### src/rtl/mem_test_pkg.sv
// Shared encodings for the MIG memory tester: FSM states, MIG command codes, pattern modes, LFSR taps.
package mem_test_pkg;

    typedef enum logic [2:0] {
        ST_IDLE     = 3'd0,
        ST_WR_ISSUE = 3'd1,
        ST_WR_WAIT  = 3'd2,
        ST_RD_ISSUE = 3'd3,
        ST_RD_DRAIN = 3'd4,
        ST_DONE     = 3'd5
    } state_t;

    localparam logic [2:0] CMD_WRITE = 3'b000;
    localparam logic [2:0] CMD_READ  = 3'b001;

    localparam logic [1:0] MODE_FIXED = 2'd0;
    localparam logic [1:0] MODE_ADDR  = 2'd1;
    localparam logic [1:0] MODE_ALT   = 2'd2;
    localparam logic [1:0] MODE_LFSR  = 2'd3;

    // Right-shifting Galois form of x^32 + x^22 + x^2 + x + 1.
    localparam logic [31:0] LFSR_TAPS = 32'h8020_0003;

    function automatic logic [31:0] lfsr_step(input logic [31:0] s);
        return s[0] ? ((s >> 1) ^ LFSR_TAPS) : (s >> 1);
    endfunction

endpackage

### src/rtl/mem_test_patgen.sv
// Combinational beat pattern generator, shared by the write path and the read-check path.
// With MEM_TEST_LFSR_EN defined, mode 3 uses the LFSR state input; otherwise mode 3 falls back to PATTERN.
module mem_test_patgen
    import mem_test_pkg::*;
#(
    parameter int                DATA_W  = 256,
    parameter int                ADDR_W  = 29,
    parameter logic [DATA_W-1:0] PATTERN = '0
) (
    input  logic [1:0]        mode,
    input  logic              beat_odd,
    input  logic [ADDR_W-1:0] addr,
`ifdef MEM_TEST_LFSR_EN
    input  logic [31:0]       lfsr,
`endif
    output logic [DATA_W-1:0] data
);

    localparam int WORDS = DATA_W / 32;

    logic [31:0] addr32;
    assign addr32 = 32'(addr);

    always_comb begin
        data = PATTERN;
        case (mode)
            MODE_ADDR: begin
                for (int k = 0; k < WORDS; k++) begin
                    data[k*32 +: 32] = addr32 ^ 32'(k);
                end
            end
            MODE_ALT: data = beat_odd ? ~PATTERN : PATTERN;
`ifdef MEM_TEST_LFSR_EN
            MODE_LFSR: begin
                for (int k = 0; k < WORDS; k++) begin
                    data[k*32 +: 32] = lfsr ^ 32'(k);
                end
            end
`endif
            default: data = PATTERN;
        endcase
    end

endmodule

### src/rtl/mig_mem_tester.sv
// MIG app-interface tester: writes NUM_BEATS pattern beats (one at a time), reads them back-to-back and scores in-order responses.
// Optional MEM_TEST_LFSR_EN enables the LFSR pattern in mode 3; a calib_done drop while busy aborts to DONE.
module mig_mem_tester
    import mem_test_pkg::*;
#(
    parameter int                DATA_W    = 256,
    parameter int                ADDR_W    = 29,
    parameter int                NUM_BEATS = 16,
    parameter int                ADDR_STEP = 8,
    parameter logic [DATA_W-1:0] PATTERN   = {32'hcafebabe, 32'h12345678, 32'hAA55AA55, 32'h55AA55AA,
                                              32'hdeadbeef, 32'h87654321, 32'h55AA55AA, 32'hAA55AA55},
    parameter logic [31:0]       SEED      = 32'h0000_0001
) (
    input  logic                  ui_clk,
    input  logic                  rst,
    input  logic                  start,
    input  logic [1:0]            mode,
    input  logic [ADDR_W-1:0]     base_addr,
    input  logic                  calib_done,
    output logic [ADDR_W-1:0]     app_addr,
    output logic [2:0]            app_cmd,
    output logic                  app_en,
    output logic [DATA_W-1:0]     app_wdf_data,
    output logic                  app_wdf_wren,
    output logic                  app_wdf_end,
    output logic [DATA_W/8-1:0]   app_wdf_mask,
    input  logic                  app_rdy,
    input  logic                  app_wdf_rdy,
    input  logic [DATA_W-1:0]     app_rd_data,
    input  logic                  app_rd_data_valid,
    output logic                  busy,
    output logic                  done,
    output logic                  pass,
    output logic                  aborted,
    output logic [15:0]           err_cnt,
    output logic [ADDR_W-1:0]     first_err_addr
);

    if (SEED == 32'd0 || (DATA_W % 32) != 0) begin : g_bad_cfg
        $error("mig_mem_tester: SEED must be nonzero and DATA_W a multiple of 32");
    end

    localparam logic [15:0]       BEAT_LAST = 16'(NUM_BEATS - 1);
    localparam logic [ADDR_W-1:0] STEP      = ADDR_W'(ADDR_STEP);

    state_t              state, state_nxt;
    logic [1:0]          mode_q;
    logic [ADDR_W-1:0]   base_q;
    logic [ADDR_W-1:0]   beat_addr;
    logic [15:0]         beat_idx;
    logic [ADDR_W-1:0]   rsp_addr;
    logic [15:0]         rsp_idx;
    logic [DATA_W-1:0]   wr_pat;
    logic [DATA_W-1:0]   exp_pat;
`ifdef MEM_TEST_LFSR_EN
    logic [31:0]         lfsr_wr;
    logic [31:0]         lfsr_rd;
`endif

    logic start_acc, abort, wr_load, wr_beat_done, rd_start, rd_acc;
    logic rsp_take, rsp_last, rsp_err, beat_last;

    assign app_wdf_end  = app_wdf_wren;
    assign app_wdf_mask = '0;
    assign beat_last    = (beat_idx == BEAT_LAST);
    assign rsp_err      = rsp_take && (app_rd_data != exp_pat);

    mem_test_patgen #(.DATA_W(DATA_W), .ADDR_W(ADDR_W), .PATTERN(PATTERN)) u_wr_pat (
        .mode     (mode_q),
        .beat_odd (beat_idx[0]),
        .addr     (beat_addr),
`ifdef MEM_TEST_LFSR_EN
        .lfsr     (lfsr_wr),
`endif
        .data     (wr_pat)
    );

    mem_test_patgen #(.DATA_W(DATA_W), .ADDR_W(ADDR_W), .PATTERN(PATTERN)) u_exp_pat (
        .mode     (mode_q),
        .beat_odd (rsp_idx[0]),
        .addr     (rsp_addr),
`ifdef MEM_TEST_LFSR_EN
        .lfsr     (lfsr_rd),
`endif
        .data     (exp_pat)
    );

    always_ff @(posedge ui_clk or posedge rst) begin
        if (rst) begin
            state <= ST_IDLE;
        end else begin
            state <= state_nxt;
        end
    end

    always_comb begin
        state_nxt = state;
        if (abort) begin
            state_nxt = ST_DONE;
        end else begin
            case (state)
                ST_IDLE, ST_DONE: if (start_acc) state_nxt = ST_WR_ISSUE;
                ST_WR_ISSUE:      state_nxt = ST_WR_WAIT;
                ST_WR_WAIT:       if (wr_beat_done) state_nxt = beat_last ? ST_RD_ISSUE : ST_WR_ISSUE;
                ST_RD_ISSUE: begin
                    if (rsp_last)                   state_nxt = ST_DONE;
                    else if (rd_acc && beat_last)   state_nxt = ST_RD_DRAIN;
                end
                ST_RD_DRAIN:      if (rsp_last) state_nxt = ST_DONE;
                default:          state_nxt = ST_IDLE;
            endcase
        end
    end

    always_comb begin
        busy         = (state != ST_IDLE) && (state != ST_DONE);
        abort        = busy && !calib_done;
        start_acc    = ((state == ST_IDLE) || (state == ST_DONE)) && start && calib_done;
        wr_load      = (state == ST_WR_ISSUE) && !abort;
        // A write beat completes once neither the command nor the data strobe is still waiting.
        wr_beat_done = (state == ST_WR_WAIT) && !abort
                       && (!app_en || app_rdy) && (!app_wdf_wren || app_wdf_rdy);
        rd_start     = wr_beat_done && beat_last;
        rd_acc       = (state == ST_RD_ISSUE) && !abort && app_en && app_rdy;
        rsp_take     = ((state == ST_RD_ISSUE) || (state == ST_RD_DRAIN)) && !abort && app_rd_data_valid;
        rsp_last     = rsp_take && (rsp_idx == BEAT_LAST);
    end

    always_ff @(posedge ui_clk or posedge rst) begin
        if (rst) begin
            app_en         <= 1'b0;
            app_wdf_wren   <= 1'b0;
            app_addr       <= '0;
            app_cmd        <= CMD_WRITE;
            done           <= 1'b0;
            pass           <= 1'b0;
            aborted        <= 1'b0;
            err_cnt        <= 16'd0;
            first_err_addr <= '0;
            mode_q         <= MODE_FIXED;
            base_q         <= '0;
            beat_addr      <= '0;
            beat_idx       <= 16'd0;
            rsp_addr       <= '0;
            rsp_idx        <= 16'd0;
`ifdef MEM_TEST_LFSR_EN
            lfsr_wr        <= SEED;
            lfsr_rd        <= SEED;
`endif
        end else if (abort) begin
            app_en       <= 1'b0;
            app_wdf_wren <= 1'b0;
            done         <= 1'b1;
            pass         <= 1'b0;
            aborted      <= 1'b1;
        end else begin
            if (start_acc) begin
                mode_q         <= mode;
                base_q         <= base_addr;
                beat_addr      <= base_addr;
                rsp_addr       <= base_addr;
                beat_idx       <= 16'd0;
                rsp_idx        <= 16'd0;
                done           <= 1'b0;
                pass           <= 1'b0;
                aborted        <= 1'b0;
                err_cnt        <= 16'd0;
                first_err_addr <= '0;
`ifdef MEM_TEST_LFSR_EN
                lfsr_wr        <= SEED;
                lfsr_rd        <= SEED;
`endif
            end
            if (wr_load) begin
                app_en       <= 1'b1;
                app_wdf_wren <= 1'b1;
                app_cmd      <= CMD_WRITE;
                app_addr     <= beat_addr;
            end
            if (state == ST_WR_WAIT) begin
                if (app_en && app_rdy)             app_en       <= 1'b0;
                if (app_wdf_wren && app_wdf_rdy)   app_wdf_wren <= 1'b0;
            end
            if (wr_beat_done) begin
                beat_idx  <= beat_idx + 16'd1;
                beat_addr <= beat_addr + STEP;
`ifdef MEM_TEST_LFSR_EN
                lfsr_wr   <= lfsr_step(lfsr_wr);
`endif
            end
            if (rd_start) begin
                app_en   <= 1'b1;
                app_cmd  <= CMD_READ;
                app_addr <= base_q;
                beat_idx <= 16'd0;
            end
            if (rd_acc) begin
                if (beat_last) begin
                    app_en <= 1'b0;
                end else begin
                    app_addr <= app_addr + STEP;
                    beat_idx <= beat_idx + 16'd1;
                end
            end
            if (rsp_take) begin
                rsp_idx  <= rsp_idx + 16'd1;
                rsp_addr <= rsp_addr + STEP;
`ifdef MEM_TEST_LFSR_EN
                lfsr_rd  <= lfsr_step(lfsr_rd);
`endif
                if (rsp_err) begin
                    if (err_cnt != 16'hFFFF) err_cnt <= err_cnt + 16'd1;
                    if (err_cnt == 16'd0)    first_err_addr <= rsp_addr;
                end
            end
            if (rsp_last) begin
                app_en <= 1'b0;
                done   <= 1'b1;
                pass   <= (err_cnt == 16'd0) && !rsp_err;
            end
        end
    end

    always_ff @(posedge ui_clk) begin
        if (wr_load) app_wdf_data <= wr_pat;
    end

endmodule

### config.mk
export PLATFORM = sky130hd
export DESIGN_NAME = mig_mem_tester
export DESIGN_NICKNAME = d
export VERILOG_FILES = /design/src/rtl/mem_test_pkg.sv /design/src/rtl/mem_test_patgen.sv /design/src/rtl/mig_mem_tester.sv
export SDC_FILE = /design/constraint.sdc
export NUM_CORES = 1
export LEC_CHECK = 0
export BUFFER_PORTS_ARGS = -buffer_cell sky130_fd_sc_hd__buf_4
export CORE_AREA = 3 3 257 259
export DETAILED_ROUTE_END_ITERATION = 10
export DIE_AREA = 0 0 260 262
export SYNTH_ARGS = -nofsm -noshare
export SYNTH_HDL_FRONTEND = slang
export SYNTH_SLANG_ARGS = --single-unit
### constraint.sdc
create_clock -name ui_clk -period 13.4 [get_ports ui_clk]
set_clock_uncertainty 0.1 [all_clocks]
set_input_delay 2.68 -clock ui_clk [delete_from_list [all_inputs] [get_ports ui_clk]]
set_output_delay 2.68 -clock ui_clk [all_outputs]
set_load 0.005 [all_outputs]
Word-level counts from Yosys, hierarchy flattened
Index checks and enable logic that the tools add are counted.
Widths: inputs -> output; s select.
{ "totals": {"reg_bits": 462, "output_inout_bits": 372} }
{ "op_classes": {"add_sub_neg": 6, "n_eq_ne": 16, "muxes": 54, "n_bitwise": 15, "n_reduce_logical": 43} }
{ "ops": {"columns": ["op", "count"], "rows": [
  ["$pmux 256 s2", 2],
  ["$mux 256", 2],
  ["$mux 29", 11],
  ["$ne 256x256->1", 1],
  ["$mux 16", 11],
  ["$add 29x4->29 const B", 3],
  ["$add 16x1->16 const B", 3],
  ["$eq 16x4->1 const B", 2],
  ["$mux 3", 8],
  ["$logic_and 1x1->1", 20],
  ["$mux 1", 18],
  ["$logic_not 16->1", 1],
  ["$ne 16x16->1 const B", 1],
  ["$pmux 3 s5", 1],
  ["$ne 3x3->1 const B", 4],
  ["$not 2->2", 6],
  ["$reduce_and 2->1", 4],
  ["$reduce_bool 2->1", 4],
  ["$not 1->1", 7],
  ["$eq 3x2->1 const B", 2],
  ["$eq 3x3->1 const B", 2],
  ["$not 3->3", 2],
  ["$reduce_bool 3->1", 2],
  ["$logic_not 1->1", 5],
  ["9 further kinds", 12]
]} }

Longest topological paths before layout
{ "depth": {"ltp_word": 13, "mapped_depth": 18, "ltp_nobuf": 11} }

Hierarchy
A second synthesis with hierarchy kept.
{ "hier_totals": {"hier_cells": 2486, "hier_area_um2": 25502.0} }
{ "modules_own_cells": {"columns": ["mod", "instances", "cells_per_inst", "area_per_inst_um2", "seq_area_each_um2"], "rows": [
  ["mig_mem_tester", 1, 1866, 21312.9, 12792.3],
  ["mem_test_patgen", 2, 310, 2094.5, 0.0]
]} }

Least setup slack after synthesis
Ideal clock, no wire load.
{ "synth_path": {"path_kind": "input to register", "from": "input port calib_done", "to": "register app_addr[14]", "arrival_time_ps": 5704, "t_required_ps": 13223, "slack_ps": 7518, "cell_stages": 8, "cell_sequence": "clkbuf_1 nand3b_1 inv_2 buf_1 nand2_1 nand3_1 o211ai_1 a21oi_1"} }
{ "synth_between": {"word_cells_on_any_way": 15} }
{ "synth_rtl": {"columns": ["item", "line_no", "source"], "rows": [
  ["from (decl)", "mig_mem_tester.sv:19", "input logic calib_done,"],
  ["$logic_not 1->1 (*)", "mig_mem_tester.sv:117", "abort = busy && !calib_done;"],
  ["$logic_and 1x1->1 (*)", "mig_mem_tester.sv:117", null],
  ["$logic_not 1->1 (*)", "mig_mem_tester.sv:119", "wr_load = (state == ST_WR_ISSUE) && !abort;"],
  ["$logic_and 1x1->1 (*)", "mig_mem_tester.sv:119", null],
  ["net wr_load", "mig_mem_tester.sv:60", "logic start_acc, abort, wr_load, wr_beat_done, rd_start, rd_acc;"],
  ["$mux 29 (*)", "mig_mem_tester.sv:174", "if (wr_load) begin"],
  ["$mux 29 (*)", "mig_mem_tester.sv:191", "if (rd_start) begin"],
  ["$mux 29", "mig_mem_tester.sv:198", "if (beat_last) begin"],
  ["$mux 29 (*)", "mig_mem_tester.sv:197", "if (rd_acc) begin"],
  ["to (signal assigned)", "mig_mem_tester.sv:178", "app_addr <= beat_addr;"],
  ["to (signal assigned)", "mig_mem_tester.sv:194", "app_addr <= base_q;"],
  ["to (signal assigned)", "mig_mem_tester.sv:201", "app_addr <= app_addr + STEP;"],
  ["to (decl)", "mig_mem_tester.sv:20", "output logic [ADDR_W-1:0] app_addr,"]
]} }
The timed path passes the listed nets; every way through them passes the cells marked *.
A chain may end at the register's enable or synchronous reset.

Worst setup path after layout
{ "layout_path": {"from": "input port app_rd_data[30]", "to": "register first_err_addr[0]"} }
{ "layout_between": {"elab_chain_cells": 4} }
{ "layout_lines": {"columns": ["item", "line_no", "source"], "rows": [
  ["from (decl)", "mig_mem_tester.sv:29", "input logic [DATA_W-1:0] app_rd_data,"],
  ["$ne 256x256->1", "mig_mem_tester.sv:66", "assign rsp_err = rsp_take && (app_rd_data != exp_pat);"],
  ["$logic_and 1x1->1", "mig_mem_tester.sv:66", null],
  ["$mux 29", "mig_mem_tester.sv:211", "if (rsp_err) begin"],
  ["$mux 29", "mig_mem_tester.sv:205", "if (rsp_take) begin"],
  ["to (signal assigned)", "mig_mem_tester.sv:213", "if (err_cnt == 16'd0) first_err_addr <= rsp_addr;"],
  ["to (decl)", "mig_mem_tester.sv:36", "output logic [ADDR_W-1:0] first_err_addr"]
]} }
Every way passes these cells.

==> metrics.txt <==
status finished, final reports clean; Post-route DRC 0; EDFF count, synth 66; nets around 3.1k; post-synthesis sequential area ratio 35.8%; min-delay src base_q[10]; dpl hpwl 73100 um; Core ar. between 0.06 and 0.07 mm2; max-cap check violation count 0; Least-Margin Pin Slew between 1 and 1.5 ns; internal power about 2.8 mW; hold crit path type flip-flop to flip-flop; Hold Path End base_q[10]; Switching Share between 40% and 50%; initial antenna violation count 26; Setup TNS 0 ns; wire per inst 25.6 um; final period utilization 44.5%; DRT Wirelength roughly 95000 um; GRT overflow 0; most frequent cells in the layout 667 x buf_4, 421 x nand2_1, 204 x dfrtp_1; commonest non-fill, non-tap cell in the layout buf_4; Pwr Density around 220 mW/mm2; Worst EP required 13.68 ns; Clock Path Buffers 3; worst vdd ir 151 uV; Final Hold Vio Count 0; Slew Limit Fails 0; Reg2Reg Setup Slack 7.49 ns; Initial Util a little under a third; die width 260 um; Combinational Power Share 52.4%; Synth async-reset ratio approximately three quarters; max frequency 168 MHz; Die Span Y roughly 260 um; global-route usage over all layers 25.8%; R2R cell count 12; Yosys reg bits 270; number of global-route vias before repair ~18k; # H-tree levels 2; Antenna Violating Nets Remaining 0; Worst Path Max Fanout 29; Main synth FF type dfrtp_1; CTS tree done; initial drt markers roughly 2.2k; first-pass GRT wire length roughly 130000 um; Worst Hold Depth 2; P_leak 10.9 nW; num rows 93; synthesis-to-finish area growth 25.4%; I/O Buffers about 630; final setup vio count 0; Netlist cell types 84; Pre-Repair DR Iteration Count 8; CTS Hold Bufs 0; num ports around 670; Cells after Synth approximately 2.5k; min cycle time layout just under 6 ns; Via-to-Cell Ratio between 5 and 6; r2r endpoint first_err_addr[0]; Avg Inst Size Synth 8.04 um2; worst skew pair latency about 0.56 ns; layout cell share with drive strength beyond 1 a little over a quarter; Root Buffer clkbuf_16; yosys warns 0; Setup CP Type input port to flip-flop; largest net degree at the start of global routing around 100; RePlAce Congestion ~1; RSZ-0062 raised after global routing false; cell area after synthesis a little under 0.02 mm2; R2R Path Start mode_q[0]; die area 0.0681 mm2; Clock Power Share between 10% and 20%; final core occ 38.7%; cts bufs inserted 34; Worst setup SP type input port; Fillers about 6.6k; WP data arrival 6.25 ns; post-CTS sizing 0; via count between 20k and 25k; sequential power share 30.5%; postcts setup bufs 0; Switch Pwr around 2.6 mW; relative slew slack a little over a quarter; Clk pin slew, worst setup/hold paths 0.06 ns; crit end category flip-flop; clock tree sinks 270
-- kinds of logic (layout without fill, tap and decap cells) --
group	count (synthesis)	after routing	synth area share, %
xor+xnor	48	48	2.12
compound gates	612	612	20.9
flops	270	270	35.8
buf+inv	449	783	13.2
mux	48	48	2.43
other cells	1	46	0.0189
simple gates	1022	1022	24.9
fa+ha+maj	10	10	0.620
-- Yosys cell counts, types with 17 or more instances --
master	count	area share [%]
buf_1	23	0.44
mux2i_1	48	2.4
nor3_1	55	1.4
nor2_1	148	2.8
nand3_1	93	2.4
nand2_1	421	8.0
nand4_1	55	1.7
a31oi_1	32	1.0
and4_1	17	0.75
buf_4	230	8.7
nor4_1	36	1.1
dfrtp_1	204	26
o211ai_1	20	0.76
o21ai_0	170	4.3
a211oi_1	25	0.95
edfxtp_1	66	10
and3_1	69	2.2
o2111ai_1	18	0.80
clkbuf_1	105	2.0
and2_1	25	0.79
a21oi_1	102	2.6
nand2b_1	18	0.57
a22oi_1	29	1.1
inv_1	54	1.0
buf_2	32	0.81
xor2_1	17	0.75
o22ai_1	23	0.73
xnor2_1	31	1.4
or2_2	17	0.54
-- power by group through the flow --
stage	clock [mW]	sequential, mW	combinational (mW)
after CTS	0.952	1.66	2.81
after global routing	0.986	1.70	3.07
final	0.933	1.66	2.86
after detailed placement	0	1.68	2.80
after floorplan	0	1.40	1.90
after global placement	0	1.68	2.79
-- flip-flops by register name, summed over array words and instances, names as in the netlist, 2 cells and up --
signal          flops
app_wdf_data       66
app_addr           29
base_q             29
beat_addr          29
first_err_addr     29
rsp_addr           29
beat_idx           16
err_cnt            16
rsp_idx            16
state               3
mode_q              2
-- routing by layer --
metal / vias to the layer above / GRT usage, % / wire length [um]
li1: 9395 / - / -
met1: 9938 / 34.6 / 38500
met2: 1176 / 40.0 / 42700
met3: 198 / 7.09 / 9750
met4: 18 / 9.17 / 3470
met5: - / 0 / 117
-- critical path: stages --
cell and delay, ns:
buf_4 0.12, or3_1 0.38, mux2i_1 0.21, o2111ai_1 0.16, a2111oi_2 0.35, nand4_1 0.21, or4_4 0.61, o41ai_4 0.88
nor2_4 0.39, mux2i_1 0.22
-- final cells by class --
cell class	instances	area, um2	share of cell area [%]
clock buffers	41	907	3.66
diodes	12	30.0	0.121
multi-input cells	1774	10300	41.5
clock inverters	20	210	0.847
repair buffers	667	5010	20.2
flip-flops and latches	270	7090	28.6
inverters	55	216	0.872
well taps	855	1070	4.31
-- worst max-delay path by stage --
stage | slack (ns) | cells after the start | end | start
after floorplan | 5.05 | 1 | aborted | rst
after global placement | 6.89 | 10 | first_err_addr[9] | app_rd_data[30]
after detailed placement | 6.83 | 10 | first_err_addr[11] | app_rd_data[30]
after CTS | 7.42 | 10 | first_err_addr[11] | app_rd_data[30]
after global routing | 7.28 | 12 | first_err_addr[11] | mode_q[1]
final | 7.43 | 10 | first_err_addr[0] | app_rd_data[30]
-- through the flow --
| step | power (mW) | worst slack [ns] | hold WS [ns] | instance area, um2 | std cells |
|---|---|---|---|---|---|
| floorplan | 3.30 | 5.05 | 0.341 | 19900 | 2493 |
| global placement | 4.47 | 6.89 | 0.357 | 23700 | 3621 |
| detailed placement | 4.48 | 6.83 | 0.365 | 23700 | 3621 |
| CTS | 5.43 | 7.42 | 0.378 | 24800 | 3682 |
| global route | 5.76 | 7.28 | 0.400 | 24800 | 3690 |
| finish | 5.46 | 7.43 | 0.374 | 24800 | 3694 |
Power figures use the tool's default switching activity.
